$ cat config.mk
export PLATFORM = sky130hd
export DESIGN_NAME = rf8_access_arbiter_flat
export DESIGN_NICKNAME = d
export VERILOG_FILES = /design/src/rtl/rf8_access_arbiter_if.sv /design/src/rtl/rf8_access_arbiter.sv /design/src/flat_wrapper.sv
export SDC_FILE = /design/constraint.sdc
export NUM_CORES = 1
export LEC_CHECK = 0
export CORE_ASPECT_RATIO = 0.6
export CORE_UTILIZATION = 43
export CTS_CLUSTER_DIAMETER = 40
export DETAILED_ROUTE_END_ITERATION = 10
export GPL_ROUTABILITY_DRIVEN = 0
export HOLD_SLACK_MARGIN = 0.1
export PLACE_DENSITY = 0.86
export SLEW_MARGIN = 20
export SYNTH_ARGS = -nofsm -noshare
export SYNTH_HDL_FRONTEND = slang
export SYNTH_SLANG_ARGS = --single-unit
$ cat constraint.sdc
create_clock -name clk -period 2.3 [get_ports clk]
set_input_delay 0.23 -clock clk [delete_from_list [all_inputs] [get_ports clk]]
set_output_delay 0.23 -clock clk [all_outputs]
set_load 0.02 [all_outputs]
$ cat src/rtl/rf8_access_arbiter_if.sv
// Bundles the requester handshakes and register-file access path of the rf8 arbiter.
// Signals: r0_*/r1_* requests and ready, shared rdata/rvalid, sweep_req/busy, rf_* slice controls.
// Optional RF8_ARB_WPROT_EN adds wprot (per-register write protect) and wprot_err (per-requester).
interface rf8_access_arbiter_if #(
    parameter int DW = 8,
    parameter int AW = 3
);
    localparam int NREG = 2**AW;

    logic            r0_valid;
    logic            r0_we;
    logic [AW-1:0]   r0_addr;
    logic [DW-1:0]   r0_wdata;
    logic            r0_ready;

    logic            r1_valid;
    logic            r1_we;
    logic [AW-1:0]   r1_addr;
    logic [DW-1:0]   r1_wdata;
    logic            r1_ready;

    logic [DW-1:0]   rdata;
    logic [1:0]      rvalid;

    logic            sweep_req;
    logic            busy;

    logic [NREG-1:0] rf_en;
    logic [NREG-1:0] rf_clr;
    logic [DW-1:0]   rf_d;
    logic [AW-1:0]   rf_rsel;
    logic [DW-1:0]   rf_q;

`ifdef RF8_ARB_WPROT_EN
    logic [NREG-1:0] wprot;
    logic [1:0]      wprot_err;
`endif

    // Arbiter side.
    modport slave (
`ifdef RF8_ARB_WPROT_EN
        input  wprot,
        output wprot_err,
`endif
        input  r0_valid, r0_we, r0_addr, r0_wdata,
        output r0_ready,
        input  r1_valid, r1_we, r1_addr, r1_wdata,
        output r1_ready,
        output rdata, rvalid,
        input  sweep_req,
        output busy,
        output rf_en, rf_clr, rf_d, rf_rsel,
        input  rf_q
    );

    // Requester / register-file side.
    modport master (
`ifdef RF8_ARB_WPROT_EN
        output wprot,
        input  wprot_err,
`endif
        output r0_valid, r0_we, r0_addr, r0_wdata,
        input  r0_ready,
        output r1_valid, r1_we, r1_addr, r1_wdata,
        input  r1_ready,
        input  rdata, rvalid,
        output sweep_req,
        input  busy,
        input  rf_en, rf_clr, rf_d, rf_rsel,
        output rf_q
    );
endinterface

$ cat src/rtl/rf8_access_arbiter.sv
// Round-robin arbiter for the single access path of an 8x8 register file, plus a clear sweep.
// Latency: accept at N, write enable at N+1, write visible / read data + rvalid at N+2.
// Backpressure: ready only in IDLE; requests and sweeps stall while busy (one access per 2 cycles).
// Ports: clk, clr_n (synchronous active-low), bus (rf8_access_arbiter_if.slave).
// Optional feature macro: RF8_ARB_WPROT_EN (write protect with per-requester error pulse).
module rf8_access_arbiter #(
    parameter int DW = 8,
    parameter int AW = 3
) (
    input logic                  clk,
    input logic                  clr_n,
    rf8_access_arbiter_if.slave  bus
);
    localparam int              NREG     = 2**AW;
    localparam logic [NREG-1:0] ONEHOT0  = {{(NREG-1){1'b0}}, 1'b1};
    localparam logic [AW-1:0]   IDX_ONE  = {{(AW-1){1'b0}}, 1'b1};
    localparam logic [AW-1:0]   IDX_LAST = {AW{1'b1}};

    typedef enum logic [1:0] {
        S_IDLE   = 2'd0,
        S_ACCESS = 2'd1,
        S_CLEAR  = 2'd2
    } state_t;

    state_t          state_q, state_d;
    logic            last_q, last_d;          // id of the most recent grantee
    logic            sweep_pend_q, sweep_pend_d;
    logic [AW-1:0]   idx_q, idx_d;
    logic            we_q, we_d;
    logic            gnt_q, gnt_d;            // id of the current grantee
    logic [NREG-1:0] rf_en_q, rf_en_d;
    logic [NREG-1:0] rf_clr_q, rf_clr_d;
    logic [DW-1:0]   rf_d_q, rf_d_d;
    logic [AW-1:0]   rf_rsel_q, rf_rsel_d;
    logic [DW-1:0]   rdata_q, rdata_d;
    logic [1:0]      rvalid_q, rvalid_d;
`ifdef RF8_ARB_WPROT_EN
    logic            werr_q, werr_d;          // current write was blocked by wprot
    logic [1:0]      wprot_err_q, wprot_err_d;
`endif

    logic            r0_rdy, r1_rdy;
    logic            sel1;
    logic            g_we;
    logic [AW-1:0]   g_addr;
    logic [DW-1:0]   g_wdata;
    logic            g_prot;

    // On a tie, grant whoever was not served last; last_q resets to 1 so req0 wins first.
    assign sel1    = bus.r1_valid && (!bus.r0_valid || !last_q);
    assign g_we    = sel1 ? bus.r1_we    : bus.r0_we;
    assign g_addr  = sel1 ? bus.r1_addr  : bus.r0_addr;
    assign g_wdata = sel1 ? bus.r1_wdata : bus.r0_wdata;
`ifdef RF8_ARB_WPROT_EN
    assign g_prot  = bus.wprot[g_addr];
`else
    assign g_prot  = 1'b0;
`endif

    always_comb begin
        state_d      = state_q;
        last_d       = last_q;
        sweep_pend_d = sweep_pend_q;
        idx_d        = idx_q;
        we_d         = we_q;
        gnt_d        = gnt_q;
        rf_en_d      = '0;
        rf_clr_d     = '0;
        rf_d_d       = rf_d_q;
        rf_rsel_d    = rf_rsel_q;
        rdata_d      = rdata_q;
        rvalid_d     = '0;
        r0_rdy       = 1'b0;
        r1_rdy       = 1'b0;
`ifdef RF8_ARB_WPROT_EN
        werr_d       = werr_q;
        wprot_err_d  = '0;
`endif

        case (state_q)
            S_IDLE: begin
                if (bus.sweep_req || sweep_pend_q) begin
                    // Sweep beats requests; index 0 is cleared in the first CLEAR cycle.
                    state_d      = S_CLEAR;
                    sweep_pend_d = 1'b0;
                    idx_d        = '0;
                    rf_clr_d     = ONEHOT0;
                end else if (bus.r0_valid || bus.r1_valid) begin
                    r0_rdy    = !sel1;
                    r1_rdy    = sel1;
                    gnt_d     = sel1;
                    last_d    = sel1;
                    we_d      = g_we;
                    rf_rsel_d = g_addr;
                    state_d   = S_ACCESS;
                    if (g_we) begin
                        rf_d_d = g_wdata;
                        // Enable is registered so it lands exactly in the ACCESS cycle.
                        if (!g_prot) begin
                            rf_en_d = ONEHOT0 << g_addr;
                        end
                    end
`ifdef RF8_ARB_WPROT_EN
                    werr_d = g_we && g_prot;
`endif
                end
            end

            S_ACCESS: begin
                if (bus.sweep_req) begin
                    sweep_pend_d = 1'b1;
                end
                if (!we_q) begin
                    rdata_d         = bus.rf_q;
                    rvalid_d[gnt_q] = 1'b1;
                end
`ifdef RF8_ARB_WPROT_EN
                if (werr_q) begin
                    wprot_err_d[gnt_q] = 1'b1;
                end
`endif
                state_d = S_IDLE;
            end

            S_CLEAR: begin
                if (bus.sweep_req) begin
                    sweep_pend_d = 1'b1;
                end
                if (idx_q == IDX_LAST) begin
                    state_d = S_IDLE;
                    idx_d   = '0;
                end else begin
                    idx_d    = idx_q + IDX_ONE;
                    rf_clr_d = ONEHOT0 << (idx_q + IDX_ONE);
                end
            end

            default: begin
                state_d = S_IDLE;
            end
        endcase
    end

    always_ff @(posedge clk) begin
        if (!clr_n) begin
            state_q      <= S_IDLE;
            last_q       <= 1'b1;
            sweep_pend_q <= 1'b0;
            idx_q        <= '0;
            we_q         <= 1'b0;
            gnt_q        <= 1'b0;
            rf_en_q      <= '0;
            rf_clr_q     <= '0;
            rf_d_q       <= '0;
            rf_rsel_q    <= '0;
            rdata_q      <= '0;
            rvalid_q     <= '0;
`ifdef RF8_ARB_WPROT_EN
            werr_q       <= 1'b0;
            wprot_err_q  <= '0;
`endif
        end else begin
            state_q      <= state_d;
            last_q       <= last_d;
            sweep_pend_q <= sweep_pend_d;
            idx_q        <= idx_d;
            we_q         <= we_d;
            gnt_q        <= gnt_d;
            rf_en_q      <= rf_en_d;
            rf_clr_q     <= rf_clr_d;
            rf_d_q       <= rf_d_d;
            rf_rsel_q    <= rf_rsel_d;
            rdata_q      <= rdata_d;
            rvalid_q     <= rvalid_d;
`ifdef RF8_ARB_WPROT_EN
            werr_q       <= werr_d;
            wprot_err_q  <= wprot_err_d;
`endif
        end
    end

    assign bus.r0_ready = r0_rdy;
    assign bus.r1_ready = r1_rdy;
    assign bus.busy     = (state_q != S_IDLE);
    assign bus.rf_en    = rf_en_q;
    assign bus.rf_clr   = rf_clr_q;
    assign bus.rf_d     = rf_d_q;
    assign bus.rf_rsel  = rf_rsel_q;
    assign bus.rdata    = rdata_q;
    assign bus.rvalid   = rvalid_q;
`ifdef RF8_ARB_WPROT_EN
    assign bus.wprot_err = wprot_err_q;
`endif
endmodule

$ cat src/flat_wrapper.sv
// flat-port wrapper written by rule: the top's interface ports become plain ports
module rf8_access_arbiter_flat 
#(
    parameter int DW = 8,
    parameter int AW = 3
)
  (clk, clr_n, bus_r0_valid, bus_r0_we, bus_r0_addr, bus_r0_wdata, bus_r0_ready, bus_r1_valid, bus_r1_we, bus_r1_addr, bus_r1_wdata, bus_r1_ready, bus_rdata, bus_rvalid, bus_sweep_req, bus_busy, bus_rf_en, bus_rf_clr, bus_rf_d, bus_rf_rsel, bus_rf_q);
  rf8_access_arbiter_if #(.DW(DW), .AW(AW)) bus_i ();
  input logic clk;
  input logic clr_n;
  input wire logic [$bits(bus_i.r0_valid)-1:0] bus_r0_valid;
  input wire logic [$bits(bus_i.r0_we)-1:0] bus_r0_we;
  input wire logic [$bits(bus_i.r0_addr)-1:0] bus_r0_addr;
  input wire logic [$bits(bus_i.r0_wdata)-1:0] bus_r0_wdata;
  output wire logic [$bits(bus_i.r0_ready)-1:0] bus_r0_ready;
  input wire logic [$bits(bus_i.r1_valid)-1:0] bus_r1_valid;
  input wire logic [$bits(bus_i.r1_we)-1:0] bus_r1_we;
  input wire logic [$bits(bus_i.r1_addr)-1:0] bus_r1_addr;
  input wire logic [$bits(bus_i.r1_wdata)-1:0] bus_r1_wdata;
  output wire logic [$bits(bus_i.r1_ready)-1:0] bus_r1_ready;
  output wire logic [$bits(bus_i.rdata)-1:0] bus_rdata;
  output wire logic [$bits(bus_i.rvalid)-1:0] bus_rvalid;
  input wire logic [$bits(bus_i.sweep_req)-1:0] bus_sweep_req;
  output wire logic [$bits(bus_i.busy)-1:0] bus_busy;
  output wire logic [$bits(bus_i.rf_en)-1:0] bus_rf_en;
  output wire logic [$bits(bus_i.rf_clr)-1:0] bus_rf_clr;
  output wire logic [$bits(bus_i.rf_d)-1:0] bus_rf_d;
  output wire logic [$bits(bus_i.rf_rsel)-1:0] bus_rf_rsel;
  input wire logic [$bits(bus_i.rf_q)-1:0] bus_rf_q;
  assign bus_i.r0_valid = bus_r0_valid;
  assign bus_i.r0_we = bus_r0_we;
  assign bus_i.r0_addr = bus_r0_addr;
  assign bus_i.r0_wdata = bus_r0_wdata;
  assign bus_r0_ready = bus_i.r0_ready;
  assign bus_i.r1_valid = bus_r1_valid;
  assign bus_i.r1_we = bus_r1_we;
  assign bus_i.r1_addr = bus_r1_addr;
  assign bus_i.r1_wdata = bus_r1_wdata;
  assign bus_r1_ready = bus_i.r1_ready;
  assign bus_rdata = bus_i.rdata;
  assign bus_rvalid = bus_i.rvalid;
  assign bus_i.sweep_req = bus_sweep_req;
  assign bus_busy = bus_i.busy;
  assign bus_rf_en = bus_i.rf_en;
  assign bus_rf_clr = bus_i.rf_clr;
  assign bus_rf_d = bus_i.rf_d;
  assign bus_rf_rsel = bus_i.rf_rsel;
  assign bus_i.rf_q = bus_rf_q;
  rf8_access_arbiter #(.DW(DW), .AW(AW)) u_core (.clk(clk), .clr_n(clr_n), .bus(bus_i));
endmodule
==> flow_metrics.py <==
metrics = {
    "synth": {
        "ys_top_cells_by_count": "dfxtp_1 (46), nand2_1 (23), nor2_1 (18)",
        "synth_cells": 204,
        "synth.avg_cell_area_um2": 9.46,
        "ys.flop_type": "dfxtp_1",
        "yosys_warnings": 0,
        "syn_area_um2": 1930,
        "ys_seq_area_frac": 0.477,
        "syn_nets": 250,
        "synth_top_area_frac": 0.477,
        "synth.distinct_cells": 36,
        "ys_seq_elements": 46,
        "synth_edf_count": 0,
        "ys_top_cells_by_area": "dfxtp_1 (48%), ha_1 (5.8%), mux2i_1 (5.7%)",
        "async_flop_share": 0,
        "synth_top_area_cell": "dfxtp_1",
        "synthMostInstantiatedCell": "dfxtp_1",
    },
    "global_routing": {
        "antenna_found_initial": 0,
        "grt_max_degree": 21,
        "grt_pass1_wl_um": 7380,
        "grt_pass1_vias": 1601,
        "grt-ovfl-total": 0,
        "gr-usage-all-layers": 0.209,
    },
    "cts": {
        "postCtsHoldBufs": 0,
        "cts_num_sinks": 46,
        "cts_tree": "yes",
        "clock_latency_ns": 0.29,
        "cts_buffer_depth": 2,
        "ctsRootBufferMaster": "clkbuf_8",
        "cts_buffers": 5,
        "clk_pin_slew_ns": 0.08,
        "htreeDepth": 2,
    },
    "worst_hold_path": {
        "min_from": "u_core.bus.rdata[5]",
        "holdPathStages": 2,
        "holdPathEnd": "u_core.bus.rdata[5]",
        "hold_path.class": "reg2reg",
    },
    "setup_path": {
        "worstPathArrival_ns": 1.80,
        "reg2reg_slack_ns": 0.33,
        "crit_top_cell": "inv_1",
        "crit_type": "reg2out",
        "cp.required_ns": 2.07,
        "cp-end-kind": "primary output",
        "worstSetupStartpointType": "flip-flop",
        "cp_slowest_cell": "dlygate4sd2_1",
        "r2r-start": "u_core.state_q[1]",
        "cpPeakStageDelay_ns": 0.33,
        "r2r-end": "u_core.bus.rf_en[1]",
        "cp-startpoint": "u_core.state_q[1]",
        "path_max_fanout": 6,
        "worstRegToRegCells": 8,
        "path_cells": "inv_1 > ha_2 > nor3b_4 > nand2_1 > inv_1 > dlygate4sd2_1",
    },
    "finish": {
        "areaGrowthSynthToFinish_pct": 46.3,
        "postLayoutCoreUtil": 0.670,
        "nets": 328,
        "final_area_um2": 2820,
        "layout-drive-gt1-share": 0.0674,
        "stdcell_count": 342,
        "insertedDiodeCount": 0,
    },
    "timing": {
        "worstMarginPinSlew_ns": 0.666,
        "timing.final.crit_share": 0.883,
        "period_minus_slack_ns": 2.03,
        "final_hold_viol_count": 0,
        "clock_skew_ns": 0.00417,
        "relSlewSlack": 0.555,
        "rsz0062_at_grt": "false",
        "finalMaxSlewViolations": 0,
        "fmax_mhz": 492,
        "setup_tns_ns": 0,
        "finalSetupViolCount": 0,
    },
    "floorplan": {
        "start_util": 0.458,
        "fp.dieW_um": 88.5,
        "coreArea_um2": 4210,
        "io_pins": 77,
        "fp.dieH_um": 53.9,
        "rows": 18,
        "die-area_um2": 4770,
    },
    "place": {
        "io_buffer_count": 76,
        "dpl-instance-area_um2": 2740,
        "placed_cells_incl_taps": 334,
        "hpwl_um": 3430,
    },
    "route": {
        "vias": 1693,
        "drt-pass1-iter-count": 4,
        "drt.antenna.violating_nets": 0,
        "drc_errors": 0,
        "routed_wl_um": 4640,
        "vias_per_cell": 4.95,
        "dr.first_iter.drc_count": 38,
        "wl_per_cell_um": 13.6,
    },
    "outcome": {
        "status": "completed",
    },
    "pwr": {
        "power.leakage_nw": 1.13,
        "powerDensity_nw_per_um2": 668,
        "peakVddDrop_mv": 0.360,
    },
    "flow_run": {
        "maxCapViolations": 0,
    },
}
## placed cells by master (no fill, tap or decap), types with 2 or more instances in the layout
cell type and n:
nor2_1 18, nor3_1 2, and3_1 4, o21ai_1 8, nor2b_1 2, o21ai_0 6
a211oi_1 4, nand2_1 23, nor3b_1 2, dlygate4sd2_1 2, clkbuf_8 5, nand2b_1 2
o311a_1 8, clkdlybuf4s50_1 74, a21oi_1 13, inv_1 9, dfxtp_1 46, buf_4 6
ha_1 8, mux2i_1 11, a31oi_1 4, clkinv_2 2, and2_1 8
## per-stage QoR
| stage | hold WS, ns | setup slack (ns) | total power (W) |
|---|---|---|---|
| 6_report | 0.461 | 0.269 | 0.00189 |
| 5_1_grt | 0.476 | 0.166 | 0.00199 |
| 4_1_cts | 0.462 | 0.261 | 0.00190 |
| 3_5_place_dp | 0.448 | 0.178 | 0.00143 |
| 3_3_place_gp | 0.441 | 0.207 | 0.00142 |
| 2_1_floorplan | 0.366 | 0.652 | 0.00120 |
## cells by family after synthesis
family                   count (synthesis)  synth area share
buffers and inverters                   20            0.0519
adder cells (fa/ha/maj)                  9            0.0584
AO/OA/AOI/OAI                           49             0.169
flip-flops                              46             0.477
multiplexers                            12            0.0629
AND/OR/NAND/NOR                         68             0.181
## area by class of cell
cell class | count | area, um2
Timing Repair Buffer | 82 | 803
Clock inverter | 2 | 10.0
Multi-Input combinational cell | 138 | 911
Clock buffer | 5 | 68.8
Inverter | 9 | 33.8
Fill cell | 359 | 1390
Sequential cell | 46 | 921
Tap cell | 60 | 75.1
## power by group
part           switching (W)  internal, W
Clock               0.000263     0.000204
Combinational       0.000268     0.000257
Sequential         0.0000361     0.000858
Total               0.000567      0.00132
## state kept, by name (all words and copies together), names as in the netlist
name	flops
u_core.bus.rf_clr	8
u_core.gnt_q	1
u_core.bus.rdata	8
u_core.last_q	1
u_core.bus.rvalid	2
u_core.state_q	2
u_core.bus.rf_rsel	3
u_core.we_q	1
u_core.bus.rf_d	8
u_core.bus.rf_en	8
u_core.idx_q	3
u_core.sweep_pend_q	1
## metal layers
metal,global-route usage,up-vias,share of wire,wire (um)
met5,0,-,0,0
met4,0.0591,0,0.0058,27
met3,0.0690,5,0.064,297
met2,0.333,56,0.41,1920
met1,0.272,767,0.52,2390
li1,-,865,-,-
## critical path: cells and delay by family (launching register included)
kind                       cells  cell delay (ns)
DFF                            1             0.32
buffers and inverters          3             0.50
and+or+nand+nor                2             0.44
adders and majority gates      1             0.24
## how the worst max path moves through the flow
stage          cells after the start                  to  slack (ns)
6_report                           6        bus_r1_ready        0.27
3_3_place_gp                       5        bus_r1_ready        0.21
5_1_grt                            6        bus_r1_ready        0.17
2_1_floorplan                      7  u_core.bus.rf_d[6]        0.65
3_5_place_dp                       5        bus_r1_ready        0.18
4_1_cts                            6        bus_r1_ready        0.26
## repair_timing
action	4_1_cts	5_1_grt
endpoints found under the setup margin	2	0
buffers inserted	1	0
resized for setup	3	0
(Power assumes the default switching activity.)
